[config.mk]
export PLATFORM = sky130hd
export DESIGN_NAME = mem_op_engine
export DESIGN_NICKNAME = d
export VERILOG_FILES = /design/src/rtl/mem_op_pkg.sv /design/src/rtl/mem_op_alu.sv /design/src/rtl/mem_op_engine.sv
export SDC_FILE = /design/constraint.sdc
export NUM_CORES = 1
export LEC_CHECK = 0
export ABC_AREA = 1
export CAP_MARGIN = 20
export CORE_MARGIN = 4
export CORE_UTILIZATION = 50
export CTS_BUF_LIST = sky130_fd_sc_hd__clkbuf_16
export DETAILED_ROUTE_END_ITERATION = 10
export GPL_TIMING_DRIVEN = 0
export PLACE_DENSITY_LB_ADDON = 0.3
export SYNTH_ARGS = -nofsm -noshare
export SYNTH_HDL_FRONTEND = slang
export SYNTH_HIERARCHICAL = 1
export SYNTH_SLANG_ARGS = --single-unit
[constraint.sdc]
create_clock -name clk -period 2.7 [get_ports clk]
set_input_delay 0.54 -clock clk [delete_from_list [all_inputs] [get_ports clk]]
set_output_delay 0.54 -clock clk [all_outputs]
set_load 0.03 [all_outputs]
[src/rtl/mem_op_pkg.sv]
// Shared types and default widths for the memory operation sequencer.
package mem_op_pkg;

  localparam int unsigned DEF_DW = 8;
  localparam int unsigned DEF_AW = 8;
  localparam int unsigned DEF_CW = 8;

  typedef enum logic [1:0] {
    OP_XOR = 2'd0,
    OP_AND = 2'd1,
    OP_OR  = 2'd2,
    OP_ADD = 2'd3
  } op_e;

  typedef enum logic [2:0] {
    IDLE = 3'd0,
    RD_A = 3'd1,
    RD_B = 3'd2,
    WR   = 3'd3,
    DONE = 3'd4
  } state_e;

endpackage

[src/rtl/mem_op_alu.sv]
// Combinational ALU: XOR / AND / OR / ADD (wrapping, no carry out).
module mem_op_alu
  import mem_op_pkg::*;
#(
  parameter int unsigned DW = DEF_DW
) (
  input  logic [DW-1:0] a,
  input  logic [DW-1:0] b,
  input  op_e           op,
  output logic [DW-1:0] y
);

  // Select the result of the requested operation.
  always_comb begin
    y = '0;
    case (op)
      OP_XOR:  y = a ^ b;
      OP_AND:  y = a & b;
      OP_OR:   y = a | b;
      OP_ADD:  y = a + b;
      default: y = '0;
    endcase
  end

endmodule

[src/rtl/mem_op_engine.sv]
// Data-memory operation sequencer: for each element pair reads A and B,
// applies the latched op and writes the result, three cycles per element.
module mem_op_engine
  import mem_op_pkg::*;
#(
  parameter int unsigned DW = DEF_DW,
  parameter int unsigned AW = DEF_AW,
  parameter int unsigned CW = DEF_CW
) (
  input  logic          clk,
  input  logic          reset,
  input  logic          start,
  input  logic [1:0]    op_sel,
  input  logic [AW-1:0] src_a,
  input  logic [AW-1:0] src_b,
  input  logic [AW-1:0] dst,
  input  logic [CW-1:0] count,
  output logic [AW-1:0] dm_addr,
  output logic          dm_wr_en,
  output logic [DW-1:0] dm_dat_in,
  input  logic [DW-1:0] dm_dat_out,
  output logic          busy,
  output logic          done,
  output logic [DW-1:0] checksum
);

  state_e        state;
  op_e           op_q;
  logic [AW-1:0] src_a_q;
  logic [AW-1:0] src_b_q;
  logic [AW-1:0] dst_q;
  logic [CW-1:0] count_q;
  logic [CW-1:0] idx;
  logic [CW-1:0] idx_inc;
  logic [AW-1:0] idx_aw;
  logic [AW-1:0] inc_aw;
  logic [DW-1:0] opa;
  logic [DW-1:0] alu_y;

  assign idx_inc = idx + CW'(1);
  assign idx_aw  = AW'(idx);
  assign inc_aw  = AW'(idx_inc);

  // Operand B is taken straight from the read port during RD_B; the result
  // is registered into dm_dat_in so it is stable for the whole WR cycle.
  mem_op_alu #(.DW(DW)) u_alu (
    .a  (opa),
    .b  (dm_dat_out),
    .op (op_q),
    .y  (alu_y)
  );

  // Busy covers exactly the three memory-access states.
  always_comb begin
    busy = (state == RD_A) || (state == RD_B) || (state == WR);
  end

  // Sequencer FSM; memory-side outputs are set for the state being entered.
  always_ff @(posedge clk or posedge reset) begin
    if (reset) begin
      state     <= IDLE;
      op_q      <= OP_XOR;
      src_a_q   <= '0;
      src_b_q   <= '0;
      dst_q     <= '0;
      count_q   <= '0;
      idx       <= '0;
      opa       <= '0;
      dm_addr   <= '0;
      dm_wr_en  <= 1'b0;
      dm_dat_in <= '0;
      done      <= 1'b0;
      checksum  <= '0;
    end else begin
      case (state)
        IDLE, DONE: begin
          if (start) begin
            op_q     <= op_e'(op_sel);
            src_a_q  <= src_a;
            src_b_q  <= src_b;
            dst_q    <= dst;
            count_q  <= count;
            idx      <= '0;
            checksum <= '0;
            done     <= 1'b0;
            if (count != '0) begin
              state   <= RD_A;
              dm_addr <= src_a;
            end else begin
              state   <= DONE;
            end
          end else if (state == DONE) begin
            done <= 1'b1;
          end
        end
        RD_A: begin
          opa     <= dm_dat_out;
          dm_addr <= src_b_q + idx_aw;
          state   <= RD_B;
        end
        RD_B: begin
          dm_addr   <= dst_q + idx_aw;
          dm_wr_en  <= 1'b1;
          dm_dat_in <= alu_y;
          state     <= WR;
        end
        WR: begin
          dm_wr_en <= 1'b0;
          checksum <= checksum ^ dm_dat_in;
          idx      <= idx_inc;
          if (idx_inc == count_q) begin
            state   <= DONE;
            done    <= 1'b1;
            dm_addr <= '0;
          end else begin
            state   <= RD_A;
            dm_addr <= src_a_q + inc_aw;
          end
        end
        default: begin
          state    <= IDLE;
          dm_wr_en <= 1'b0;
        end
      endcase
    end
  end

endmodule
==> run_summary.xml <==
<?xml version="1.0" encoding="UTF-8"?>
<metrics>
  <group name="worst_setup_path">
    <metric name="worst_setup_path_start_kind" unit="">register</metric>
    <metric name="critPathCaptureType" unit="">register</metric>
    <metric name="worstPathArrival" unit="ns">2.72</metric>
    <metric name="worst-path-max-fanout" unit="">10</metric>
    <metric name="crit_type" unit="">reg2reg</metric>
    <metric name="r2r_setup_slack" unit="ns">0.21</metric>
    <metric name="critPathRequiredTime" unit="ns">2.94</metric>
  </group>
  <group name="timing">
    <metric name="clock.fmax" unit="GHz">0.402</metric>
    <metric name="max-slew-margin-rel" unit="%">61.5</metric>
    <metric name="timing_worst_slew_pin_value" unit="ns">0.577</metric>
    <metric name="timing.final.crit_period" unit="ns">2.49</metric>
    <metric name="final.period_utilization" unit="%">92.1</metric>
    <metric name="timing_max_transition_violations_final" unit="">0</metric>
    <metric name="timing.hold.ws" unit="ns">0.474</metric>
    <metric name="fin_ws" unit="ns">0.213</metric>
    <metric name="report.final.hold_viol_count" unit="">0</metric>
    <metric name="report.final.setup_viol" unit="">0</metric>
    <metric name="tns" unit="ns">0</metric>
    <metric name="timing.clock.skew" unit="ns">0.00867</metric>
  </group>
  <group name="synthesis">
    <metric name="synth.area.mux_share" unit="%">0</metric>
    <metric name="ys_top_cells_by_area" unit="">sky130_fd_sc_hd__dfrtp_1 38%, sky130_fd_sc_hd__nand2_1 22%, sky130_fd_sc_hd__ha_1 7.9%, sky130_fd_sc_hd__inv_1 5.7%, sky130_fd_sc_hd__nand3_1 4.4%</metric>
    <metric name="synth_xor_area_share" unit="%">2.52</metric>
    <metric name="yosys_warning_total" unit="">6</metric>
    <metric name="synth_area_per_cell" unit="µm²">7.21</metric>
    <metric name="yosys.area_share.simple" unit="%">35.3</metric>
    <metric name="synth_nets" unit="">802</metric>
    <metric name="ys_async_sr_fraction" unit="%">100</metric>
    <metric name="seq_area_frac_synth" unit="%">38.0</metric>
    <metric name="synthesis.area" unit="µm²">5200</metric>
    <metric name="synth-seq-cells" unit="">79</metric>
    <metric name="synth-main-ff-cell" unit="">sky130_fd_sc_hd__dfrtp_1</metric>
    <metric name="yosys.area.top_type_share" unit="%">38.0</metric>
    <metric name="ys_types" unit="">41</metric>
    <metric name="synth.largest_area_cell" unit="">sky130_fd_sc_hd__dfrtp_1</metric>
    <metric name="synth-compound-area-share" unit="%">7.69</metric>
    <metric name="synthCells" unit="">722</metric>
    <metric name="synthAdderAreaFrac" unit="%">8.70</metric>
    <metric name="dominant_combinational_cell_family_by_area_after_synthesis" unit="">simple AND/OR/NAND/NOR gates</metric>
    <metric name="synth-edff-count" unit="">0</metric>
  </group>
  <group name="pwr">
    <metric name="comb_power_share" unit="%">57.6</metric>
    <metric name="power_density" unit="nW/µm²">1290</metric>
    <metric name="ir_drop" unit="V">0.000479</metric>
    <metric name="internal-power" unit="mW">4.39</metric>
    <metric name="fraction_of_power_spent_switching_nets" unit="%">47.6</metric>
    <metric name="pwr-share-clk" unit="%">16.0</metric>
    <metric name="reg_power_share" unit="%">26.4</metric>
    <metric name="p_leak" unit="nW">3.39</metric>
    <metric name="netSwitchingPower" unit="mW">4.00</metric>
    <metric name="finalPower" unit="mW">8.39</metric>
  </group>
  <group name="detailed_routing">
    <metric name="postRouteAntennaNets" unit="">0</metric>
    <metric name="detail_route.iter0.violations" unit="">266</metric>
    <metric name="drt-vias-per-instance" unit="">5.24</metric>
    <metric name="drt_pre_antenna_iters" unit="">5</metric>
    <metric name="routed-via-count" unit="">4954</metric>
    <metric name="drc_errors" unit="">0</metric>
    <metric name="drt-total-wl" unit="µm">14000</metric>
    <metric name="detail_route.wl_per_cell" unit="µm">14.8</metric>
  </group>
  <group name="place">
    <metric name="place_area" unit="µm²">6110</metric>
    <metric name="numPlacedInstances" unit="">927</metric>
    <metric name="portBuffers" unit="">71</metric>
    <metric name="pre_cts_ws" unit="ns">-0.168</metric>
    <metric name="dp_hpwl" unit="µm">10700</metric>
    <metric name="gpl.final_weighted_congestion" unit="">0.900</metric>
  </group>
  <group name="worst_hold_path">
    <metric name="min-delay-path-class" unit="">reg2reg</metric>
  </group>
  <group name="floorplanning">
    <metric name="die_area" unit="µm²">12100</metric>
    <metric name="io_pins" unit="">72</metric>
    <metric name="fp.dieH" unit="µm">110</metric>
    <metric name="initial_cell_density_of_the_core" unit="%">52.3</metric>
    <metric name="core-area" unit="µm²">9950</metric>
    <metric name="core.rowCount" unit="">36</metric>
    <metric name="dieWidth" unit="µm">110</metric>
  </group>
  <group name="grt">
    <metric name="grt_pass1_wl" unit="µm">23000</metric>
    <metric name="grt_usage" unit="%">24.7</metric>
    <metric name="first_global_vias" unit="">4796</metric>
    <metric name="grt_start_max_net_pins" unit="">64</metric>
    <metric name="grt_antenna_before_repair" unit="">0</metric>
    <metric name="grt_overflow" unit="">0</metric>
  </group>
  <group name="status">
    <metric name="run_status" unit="">finished, final reports clean</metric>
  </group>
  <group name="final_layout">
    <metric name="final_cell_area" unit="µm²">6490</metric>
    <metric name="n_antenna_cell" unit="">0</metric>
    <metric name="finish.utilization" unit="%">65.2</metric>
    <metric name="area_delta_synth_final" unit="%">24.7</metric>
    <metric name="post_layout_nonfiller_instances" unit="">946</metric>
    <metric name="layout_cell_share_with_drive_strength_beyond_1" unit="%">10.3</metric>
    <metric name="layout_nets" unit="">888</metric>
  </group>
  <group name="clock_tree">
    <metric name="cts.sinks" unit="">79</metric>
    <metric name="clock_path_buffers" unit="">2</metric>
    <metric name="clock_insertion_delay_worst_skew" unit="ns">0.34</metric>
    <metric name="cts_tree" unit="">built</metric>
    <metric name="cts_root_buffer" unit="">sky130_fd_sc_hd__clkbuf_16</metric>
    <metric name="clkSlewWorstSetupHoldPaths" unit="ns">0.07</metric>
    <metric name="cts-buffers-inserted" unit="">9</metric>
    <metric name="cts.htree.levels" unit="">3</metric>
    <metric name="cts_hold_repair_buffers" unit="">0</metric>
  </group>
  <group name="flow_run">
    <metric name="max-cap-violations" unit="">0</metric>
  </group>
</metrics>
-- synth_stat cells (3+ instances only) --
cell,count
sky130_fd_sc_hd__nand2_1,304
sky130_fd_sc_hd__dfrtp_1,79
sky130_fd_sc_hd__inv_1,79
sky130_fd_sc_hd__nand3_1,46
sky130_fd_sc_hd__ha_1,33
sky130_fd_sc_hd__o21ai_0,28
sky130_fd_sc_hd__nor2_1,24
sky130_fd_sc_hd__a21oi_1,13
sky130_fd_sc_hd__xnor2_1,11
sky130_fd_sc_hd__nand3_2,9
sky130_fd_sc_hd__clkbuf_1,8
sky130_fd_sc_hd__inv_2,8
sky130_fd_sc_hd__nand2_2,8
sky130_fd_sc_hd__buf_2,7
sky130_fd_sc_hd__nor2_2,7
sky130_fd_sc_hd__nand4_1,6
sky130_fd_sc_hd__nand3b_1,5
sky130_fd_sc_hd__o22ai_1,5
sky130_fd_sc_hd__a31oi_1,4
sky130_fd_sc_hd__o21ai_1,4
sky130_fd_sc_hd__xor2_1,4
sky130_fd_sc_hd__or2_0,3
sky130_fd_sc_hd__or2_2,3
-- worst paths after layout --
kind / startpoint / end / depth (start not counted)
max: state[2]$_DFFE_PP0P_ / dm_addr[6]$_DFFE_PP0P_ / 16
min: dst_q[6]$_DFFE_PP0P_ / dst_q[6]$_DFFE_PP0P_ / 2
max reg2reg: state[2]$_DFFE_PP0P_ / dm_addr[6]$_DFFE_PP0P_ / 16
min reg2reg: dst_q[6]$_DFFE_PP0P_ / dst_q[6]$_DFFE_PP0P_ / 2
max in group asynchronous: reset / idx[1]$_DFFE_PP0P_ / 3
min in group asynchronous: reset / checksum[2]$_DFFE_PP0P_ / 2
-- logic make-up (layout without fill, tap and decap cells) --
group           count (synthesis)  in the layout
compound gates                 66             66
xor+xnor                       15             15
fa+ha+maj                      35             35
buf+inv                       104            195
flops                          79             79
simple gates                  423            423
-- layer usage --
layer  track usage, %  wire, µm  part of all wire (%)  vias to the layer above
met5                0         0                     0                        -
met1             33.1      6190                    44                     2321
met2             40.3      6600                    47                      172
li1                 -         -                     -                     2442
met4             9.44       249                   1.8                        0
met3             3.96       922                   6.6                       19
-- timing repair --
item                       in CTS  in global routing
resized for setup               0                 10
gates cloned                    0                  0
setup endpoints to repair       4                  4
setup buffers                   0                  5
-- state kept, by name, summed over array words and instances, names as in the netlist --
| name | flops |
|---|---|
| dm_dat_in | 8 |
| state | 3 |
| idx | 8 |
| done | 1 |
| src_a_q | 8 |
| count_q | 8 |
| dst_q | 8 |
| checksum | 8 |
| dm_addr | 8 |
| op_q | 2 |
| dm_wr_en | 1 |
| src_b_q | 8 |
| opa | 8 |
-- layout make-up --
class / count / area [µm²]
repair buffers: 77 / 776
plain buffers: 15 / 78.8
multi-input cells: 539 / 2830
flip-flops and latches: 79 / 1980
clock inverters: 7 / 96.3
inverters: 87 / 333
fillers: 869 / 3470
well taps: 133 / 166
clock buffers: 9 / 225
-- critical path, stage by stage (launching register included) --
cell and delay, ns:
sky130_fd_sc_hd__dfrtp_2 0.45, sky130_fd_sc_hd__inv_1 0.13, sky130_fd_sc_hd__nand3_2 0.11, sky130_fd_sc_hd__buf_6 0.17, sky130_fd_sc_hd__nand2_1 0.06, sky130_fd_sc_hd__nand2_1 0.06
sky130_fd_sc_hd__ha_1 0.22, sky130_fd_sc_hd__fa_2 0.37, sky130_fd_sc_hd__nand4_1 0.11, sky130_fd_sc_hd__nand3_1 0.09, sky130_fd_sc_hd__or2_2 0.28, sky130_fd_sc_hd__nand3_1 0.07
sky130_fd_sc_hd__nand2_1 0.05, sky130_fd_sc_hd__inv_1 0.05, sky130_fd_sc_hd__nand2_1 0.05, sky130_fd_sc_hd__nand2_1 0.07, sky130_fd_sc_hd__nand2_1 0.05
-- power groups by stage --
stage / combinational, mW / sequential, mW / clock, mW
6_report: 4.83 / 2.22 / 1.34
5_1_grt: 5.44 / 2.29 / 1.40
4_1_cts: 4.73 / 2.23 / 1.35
3_5_place_dp: 4.70 / 2.24 / 0
3_3_place_gp: 4.56 / 2.21 / 0
2_1_floorplan: 3.07 / 2.45 / 0
-- placed cells by master (no fill, tap or decap), types with 5 or more instances in the layout --
cell and instances:
sky130_fd_sc_hd__a21oi_1 12, sky130_fd_sc_hd__buf_2 6, sky130_fd_sc_hd__buf_4 5, sky130_fd_sc_hd__clkbuf_1 7
sky130_fd_sc_hd__clkbuf_16 9, sky130_fd_sc_hd__clkdlybuf4s50_1 71, sky130_fd_sc_hd__dfrtp_1 76, sky130_fd_sc_hd__ha_1 33
sky130_fd_sc_hd__inv_1 78, sky130_fd_sc_hd__inv_2 8, sky130_fd_sc_hd__nand2_1 304, sky130_fd_sc_hd__nand2_2 8
sky130_fd_sc_hd__nand3_1 45, sky130_fd_sc_hd__nand3_2 10, sky130_fd_sc_hd__nand3b_1 5, sky130_fd_sc_hd__nand4_1 6
sky130_fd_sc_hd__nor2_1 24, sky130_fd_sc_hd__nor2_2 7, sky130_fd_sc_hd__o21ai_0 28, sky130_fd_sc_hd__o22ai_1 5
sky130_fd_sc_hd__xnor2_1 11
Note: power is estimated with default switching activity, not from simulation.
